===== src/rtl/uart_cmd_pkg.sv =====
// Opcodes, command-type encodings and framer FSM states shared by the UART command transmitter.
package uart_cmd_pkg;

    localparam logic [7:0] RF_WR_CMD     = 8'hAA;
    localparam logic [7:0] RF_RD_CMD     = 8'hBB;
    localparam logic [7:0] ALU_W_OP_CMD  = 8'hCC;
    localparam logic [7:0] ALU_W_NOP_CMD = 8'hDD;

    typedef enum logic [1:0] {
        CMD_RF_WR      = 2'b00,
        CMD_RF_RD      = 2'b01,
        CMD_ALU_W_OP   = 2'b10,
        CMD_ALU_W_NOP  = 2'b11
    } cmd_type_e;

    typedef enum logic [2:0] {
        ST_IDLE   = 3'd0,
        ST_START  = 3'd1,
        ST_DATA   = 3'd2,
        ST_PARITY = 3'd3,
        ST_STOP   = 3'd4,
        ST_GAP    = 3'd5
    } tx_state_e;

    // Index of the final byte of each command's sequence (byte count minus one).
    function automatic logic [1:0] last_byte_idx(input cmd_type_e t);
        case (t)
            CMD_RF_WR:    last_byte_idx = 2'd2;
            CMD_RF_RD:    last_byte_idx = 2'd1;
            CMD_ALU_W_OP: last_byte_idx = 2'd3;
            default:      last_byte_idx = 2'd1;
        endcase
    endfunction

endpackage


===== src/rtl/uart_baud_tick.sv =====
// Bit-period timer: counts 0..period-1 while running and flags the last cycle of each bit.
module uart_baud_tick #(
    parameter int W = 6
) (
    input  logic         clk,
    input  logic         rst,
    input  logic         load,
    input  logic         run,
    input  logic [W-1:0] period,
    output logic         bit_tick
);

    logic [W-1:0] cnt;
    logic         at_end;

    assign at_end = (cnt == period - W'(1));

    always_ff @(posedge clk or posedge rst) begin
        if (rst) begin
            cnt <= '0;
        end else if (load || !run || at_end) begin
            cnt <= '0;
        end else begin
            cnt <= cnt + W'(1);
        end
    end

    assign bit_tick = run && !load && at_end;

endmodule


===== src/rtl/uart_cmd_frame_tx.sv =====
// Serialises register-file / ALU command byte sequences as UART frames on TX_OUT.
// state  | meaning
// IDLE   | ready for a command, line high
// START  | start bit (0)
// DATA   | data bits, LSB first
// PARITY | optional parity bit
// STOP   | stop bit (1)
// GAP    | idle gap bit (1); next byte or done
module uart_cmd_frame_tx
    import uart_cmd_pkg::*;
#(
    parameter int DATA_WIDTH     = 8,
    parameter int PRESCALE_WIDTH = 6
) (
    input  logic                      CLK,
    input  logic                      RST,
    input  logic                      CMD_VALID,
    output logic                      CMD_READY,
    input  logic [1:0]                CMD_TYPE,
    input  logic [DATA_WIDTH-1:0]     CMD_ADDR,
    input  logic [DATA_WIDTH-1:0]     CMD_DATA_A,
    input  logic [DATA_WIDTH-1:0]     CMD_DATA_B,
    input  logic [DATA_WIDTH-1:0]     CMD_FUN,
    input  logic                      PAR_EN,
    input  logic                      PAR_TYP,
    input  logic [PRESCALE_WIDTH-1:0] PRESCALE,
    output logic                      TX_OUT,
    output logic                      BUSY,
    output logic                      CMD_DONE
);

    localparam logic [2:0] LAST_BIT = 3'(DATA_WIDTH - 1);

    tx_state_e                 state_q, state_n;
    logic [2:0]                bit_idx_q, bit_idx_n;
    logic [1:0]                byte_idx_q, byte_idx_n;
    logic                      tx_q, tx_n;

    cmd_type_e                 type_q;
    logic [DATA_WIDTH-1:0]     addr_q, a_q, b_q, fun_q;
    logic                      par_en_q, par_typ_q;
    logic [PRESCALE_WIDTH-1:0] period_q;

    logic                      accept;
    logic                      running;
    logic                      bit_tick;
    logic [1:0]                last_idx;
    logic [DATA_WIDTH-1:0]     frame_byte;

    assign accept   = CMD_VALID && (state_q == ST_IDLE);
    assign running  = (state_q != ST_IDLE);
    assign last_idx = last_byte_idx(type_q);

    // Everything the command needs is frozen at accept so the inputs are free afterwards.
    always_ff @(posedge CLK or posedge RST) begin
        if (RST) begin
            type_q    <= CMD_RF_WR;
            addr_q    <= '0;
            a_q       <= '0;
            b_q       <= '0;
            fun_q     <= '0;
            par_en_q  <= 1'b0;
            par_typ_q <= 1'b0;
            period_q  <= '0;
        end else if (accept) begin
            type_q    <= cmd_type_e'(CMD_TYPE);
            addr_q    <= CMD_ADDR;
            a_q       <= CMD_DATA_A;
            b_q       <= CMD_DATA_B;
            fun_q     <= CMD_FUN;
            par_en_q  <= PAR_EN;
            par_typ_q <= PAR_TYP;
            period_q  <= (PRESCALE < PRESCALE_WIDTH'(4)) ? PRESCALE_WIDTH'(4) : PRESCALE;
        end
    end

    uart_baud_tick #(
        .W(PRESCALE_WIDTH)
    ) u_baud_tick (
        .clk      (CLK),
        .rst      (RST),
        .load     (accept),
        .run      (running),
        .period   (period_q),
        .bit_tick (bit_tick)
    );

    always_ff @(posedge CLK or posedge RST) begin
        if (RST) begin
            state_q    <= ST_IDLE;
            bit_idx_q  <= '0;
            byte_idx_q <= '0;
            tx_q       <= 1'b1;
        end else begin
            state_q    <= state_n;
            bit_idx_q  <= bit_idx_n;
            byte_idx_q <= byte_idx_n;
            tx_q       <= tx_n;
        end
    end

    always_comb begin
        state_n    = state_q;
        bit_idx_n  = bit_idx_q;
        byte_idx_n = byte_idx_q;
        case (state_q)
            ST_IDLE: begin
                if (accept) begin
                    state_n    = ST_START;
                    bit_idx_n  = '0;
                    byte_idx_n = '0;
                end
            end
            ST_START: begin
                if (bit_tick) state_n = ST_DATA;
            end
            ST_DATA: begin
                if (bit_tick) begin
                    bit_idx_n = bit_idx_q + 3'd1;
                    if (bit_idx_q == LAST_BIT) state_n = par_en_q ? ST_PARITY : ST_STOP;
                end
            end
            ST_PARITY: begin
                if (bit_tick) state_n = ST_STOP;
            end
            ST_STOP: begin
                if (bit_tick) state_n = ST_GAP;
            end
            ST_GAP: begin
                if (bit_tick) begin
                    if (byte_idx_q == last_idx) begin
                        state_n    = ST_IDLE;
                        byte_idx_n = '0;
                    end else begin
                        state_n    = ST_START;
                        byte_idx_n = byte_idx_q + 2'd1;
                    end
                end
            end
            default: state_n = ST_IDLE;
        endcase
    end

    always_comb begin
        frame_byte = '0;
        case (type_q)
            CMD_RF_WR: begin
                case (byte_idx_n)
                    2'd0:    frame_byte = DATA_WIDTH'(RF_WR_CMD);
                    2'd1:    frame_byte = addr_q;
                    default: frame_byte = a_q;
                endcase
            end
            CMD_RF_RD: begin
                frame_byte = (byte_idx_n == 2'd0) ? DATA_WIDTH'(RF_RD_CMD) : addr_q;
            end
            CMD_ALU_W_OP: begin
                case (byte_idx_n)
                    2'd0:    frame_byte = DATA_WIDTH'(ALU_W_OP_CMD);
                    2'd1:    frame_byte = a_q;
                    2'd2:    frame_byte = b_q;
                    default: frame_byte = fun_q;
                endcase
            end
            default: begin
                frame_byte = (byte_idx_n == 2'd0) ? DATA_WIDTH'(ALU_W_NOP_CMD) : fun_q;
            end
        endcase
    end

    // The line level is computed for the upcoming state and registered, so TX_OUT is a flop.
    always_comb begin
        CMD_READY = (state_q == ST_IDLE);
        BUSY      = (state_q != ST_IDLE);
        CMD_DONE  = (state_q == ST_GAP) && bit_tick && (byte_idx_q == last_idx);
        case (state_n)
            ST_START:  tx_n = 1'b0;
            ST_DATA:   tx_n = frame_byte[bit_idx_n];
            ST_PARITY: tx_n = (^frame_byte) ^ par_typ_q;
            default:   tx_n = 1'b1;
        endcase
    end

    assign TX_OUT = tx_q;

endmodule


===== config.mk =====
export PLATFORM = sky130hd
export DESIGN_NAME = uart_cmd_frame_tx
export DESIGN_NICKNAME = d
export VERILOG_FILES = /design/src/rtl/uart_cmd_pkg.sv /design/src/rtl/uart_baud_tick.sv /design/src/rtl/uart_cmd_frame_tx.sv
export SDC_FILE = /design/constraint.sdc
export NUM_CORES = 1
export LEC_CHECK = 0
export BUFFER_PORTS_ARGS = -buffer_cell sky130_fd_sc_hd__buf_2
export CAP_MARGIN = 15
export CELL_PAD_IN_SITES_DETAIL_PLACEMENT = 1
export CELL_PAD_IN_SITES_GLOBAL_PLACEMENT = 1
export CORE_UTILIZATION = 29
export CTS_CLUSTER_SIZE = 28
export DETAILED_ROUTE_END_ITERATION = 8
export GPL_TIMING_DRIVEN = 0
export PLACE_DENSITY_LB_ADDON = 0.25
export SYNTH_ARGS = -nofsm -noshare
export SYNTH_HDL_FRONTEND = slang
export SYNTH_SLANG_ARGS = --single-unit

===== constraint.sdc =====
create_clock -name CLK -period 4.8 [get_ports CLK]
set_input_delay 0.72 -clock CLK [delete_from_list [all_inputs] [get_ports CLK]]
set_output_delay 0.72 -clock CLK [all_outputs]
set_load 0.005 [all_outputs]

==> results.md <==
* Outcome: finished, final reports clean
* Share of cells above drive strength 1 at 0.215
* Count leader, synth: nand2_1
* Total grt overflow at 0
* Core box area at 11700 sq um
* M3 GR Usage at 0.0265
* Hold buffer count at CTS at 0
* Cell Area, Placed at 3980 sq um
* Sequential Power Share at 0.286
* Initial drt markers at 131
* Clock transition at path regs at 0.05 ns
* First-pass GRT wire length at 17600 microns
* Clk pwr share at 0.186
* Detailed Routing Iterations Pass 1 at 4
* Max FO, Critical Path at 10
* DP Wirelength at 7940 microns
* Pleak at 2.03 nW
* Initial antenna violation count at 0
* Vias at 3159
* WP data arrival at 4.84 ns
* Placed Instances at 606
* Main synth FF type: dfrtp_1
* Critical path launch point type: flip-flop
* Net Sw Power at 1.31 mW
* Die Height at 112 microns
* Max_slew headroom at 0.563
* CTS tree: yes
* Ys async rst share at 1.00
* Internal power at 1.84 mW
* Worst setup path start: period_q[0]
* YS warnings at 0
* Root Driver: clkbuf_16
* Critical path type: reg2reg
* Placer congestion estimate at 0.837
* Reg-to-reg slack, setup at 0.20 ns
* Worst r2r src: period_q[0]
* Peak Freq at 217 MHz
* Die width at 112 microns
* Sw Share at 0.416
* Top cell type's share of synthesized area at 0.396
* Final period util at 0.958
* Finished Core Util at 0.365
* TritonCTS sink count at 57
* Post_cts resized at 0
* Vias in the first global route at 3318
* Initial Util at 0.303
* CTS H-tree lvls at 3
* Measured slew at the worst slew-check pin at 0.655 ns
* Most used cell, CP: xnor3_1
* Nets at 523
* Slowest-stage cell, CP: o41ai_2
* Combinational Power Share at 0.528
* Dominant cells by area after synthesis: dfrtp_1 (40%), nand2_1 (14%), o21ai_0 (2.0%), xor2_1 (2.0%), nor2_1 (1.9%)
* Synth top cells by count: nand2_1 (135), dfrtp_1 (56), nor2_1 (18)
* Worst r2r dst: TX_OUT
* Hold WS at 0.465 ns
* Synthesized flop and latch total at 57
* DRT Wirelength at 10300 microns
* Distinct cells, synth at 73
* Hold Crit Class: reg2reg
* Largest net degree at the start of global routing at 31
* WL per Instance at 16.5 microns
* Post-Synthesis Cell Area at 3540 sq um
* Clock Latency Late Sink at 0.32 ns
* Max-capacitance violation count at 0
* Global-route usage over all layers at 0.178
* R2R cell count at 15
* Worst-path cell chain: inv_1, ha_1, nor2b_1, or3_1, a31o_4, o31a_1, a211oi_2, clkbuf_4, mux2i_1, nor3_1, o41ai_2, xnor3_1, xor2_1, xnor3_1, a211o_1
* Avg Inst Size Synth at 8.54 sq um
* Post-CTS Setup Inserts at 0
* Final Max Slew Viols at 0
* Endpoints failing hold at 0
* Post-synth EDFFs at 0
* Die footprint at 12600 sq um
* Fin cells at 622
* Mapped Cells at 414
* Vias per cell at 5.08
* Final Cell Area at 4260 sq um
* CP Capture Type: flip-flop
* Worst vdd ir at 0.222 mV
* M2 GR Usage at 0.296
* Area growth, synth to finish at 20.4%
* Worst EP required at 5.05 ns
* Port buffer count at 48
* Filler Cell Count at 1384
* Final Skew at 0.00392 ns
* Slowest stage delay, CP at 0.49 ns
* Routed Antenna Nets at 0
* # IOs at 49
* CTS max path bufs at 2
* Synthesized net count at 463
* # diodes at 0
* DRC Markers at 0
* CTS Buf Count at 9
* Final setup viols at 0
* Biggest area consumer among synthesized cells: dfrtp_1
* GR Layer Usage met1 at 0.237
* Tmin final at 4.60 ns
* Top Usage Layer GRT: met2
* Seq/Total Area, Yosys at 0.404
* FP Rows at 39
* CP endpoint: TX_OUT
* P per Cell Area at 741 nW/um^2
[metrics by stage]
stage / worst slack, ns / TNS, ns / total power, mW
final: 0.201 / 0 / 3.16
after global routing: -0.00493 / -0.00493 / 3.42
after CTS: 0.175 / 0 / 3.18
after detailed placement: 0.231 / 0 / 2.56
after global placement: 0.223 / 0 / 2.52
after floorplan: 0.785 / 0 / 2.12
[metal layers]
| metal | part of all wire | vias to the layer above | wire [microns] |
|---|---|---|---|
| li1 | - | 1552 | - |
| met1 | 0.48 | 1539 | 4940 |
| met3 | 0.030 | 13 | 303 |
| met5 | 0 | - | 0 |
| met2 | 0.48 | 55 | 4900 |
| met4 | 0.011 | 0 | 113 |
[worst min path at each step]
stage,slack [ns],start,endpoint,cells past startpoint
2_1_floorplan,0.44,addr_q[5],addr_q[5],2
3_3_place_gp,0.46,a_q[5],a_q[5],2
3_5_place_dp,0.46,a_q[5],a_q[5],2
4_1_cts,0.47,a_q[5],a_q[5],2
5_1_grt,0.49,a_q[1],a_q[1],2
6_report,0.47,a_q[5],a_q[5],2
[cells by family (layout without fill, tap and decap cells)]
logic type	count (synthesis)	count (layout)	share of synthesized area
adders and majority gates	4	4	0.0141
DFF	57	57	0.404
buffers and inverters	36	101	0.0587
muxes	6	6	0.0177
xor gates and xnor gates	17	17	0.0499
AOI/OAI and AO/OA	83	83	0.179
and+or+nand+nor	211	211	0.277
[layout by cell type, fill, tap and decap left out, types with 8 or more instances in the layout]
cell type  instances
clkbuf_16          9
nand2_1          135
nor2_1            18
o21ai_0           14
xor2_1             8
clkbuf_1          12
dfrtp_1           56
nand3_1            8
inv_1             10
buf_2             48
a21oi_1           12
a31oi_1            8
[flip-flops by register name, summed over array words and instances, names as in the netlist]
name and flops:
TX_OUT 1, a_q 8, addr_q 8, b_q 8, bit_idx_q 3, byte_idx_q 2
fun_q 8, par_en_q 1, par_typ_q 1, period_q 6, state_q 3, type_q 2
u_baud_tick.cnt 6
[area by class of cell]
type	instances	area [sq um]	share of cell area
Clock inverter	3	15.0	0.00353
Tap cell	143	179	0.0420
Inverter	13	48.8	0.0115
Clock buffer	13	260	0.0611
Buffer	23	161	0.0379
Multi-Input combinational cell	321	1910	0.448
Sequential cell	57	1430	0.335
Timing Repair Buffer	49	260	0.0611
[power groups by stage]
stage	clock network [mW]	logic (mW)	registers (mW)
final	0.587	1.67	0.902
after global placement	0	1.61	0.904
after detailed placement	0	1.65	0.910
after global routing	0.623	1.86	0.938
after CTS	0.602	1.67	0.904
after floorplan	0	1.29	0.828
[worst max-delay path: cells and delay by family (launching register included)]
kind	cells	cell delay, ns
AO/OA/AOI/OAI	5	1.64
XOR/XNOR	3	1.03
adder cells (fa/ha/maj)	1	0.24
buffers and inverters	2	0.38
flip-flops	1	0.39
multiplexers	1	0.25
AND/OR/NAND/NOR	3	0.58
Note: power is estimated with default switching activity, not from simulation.
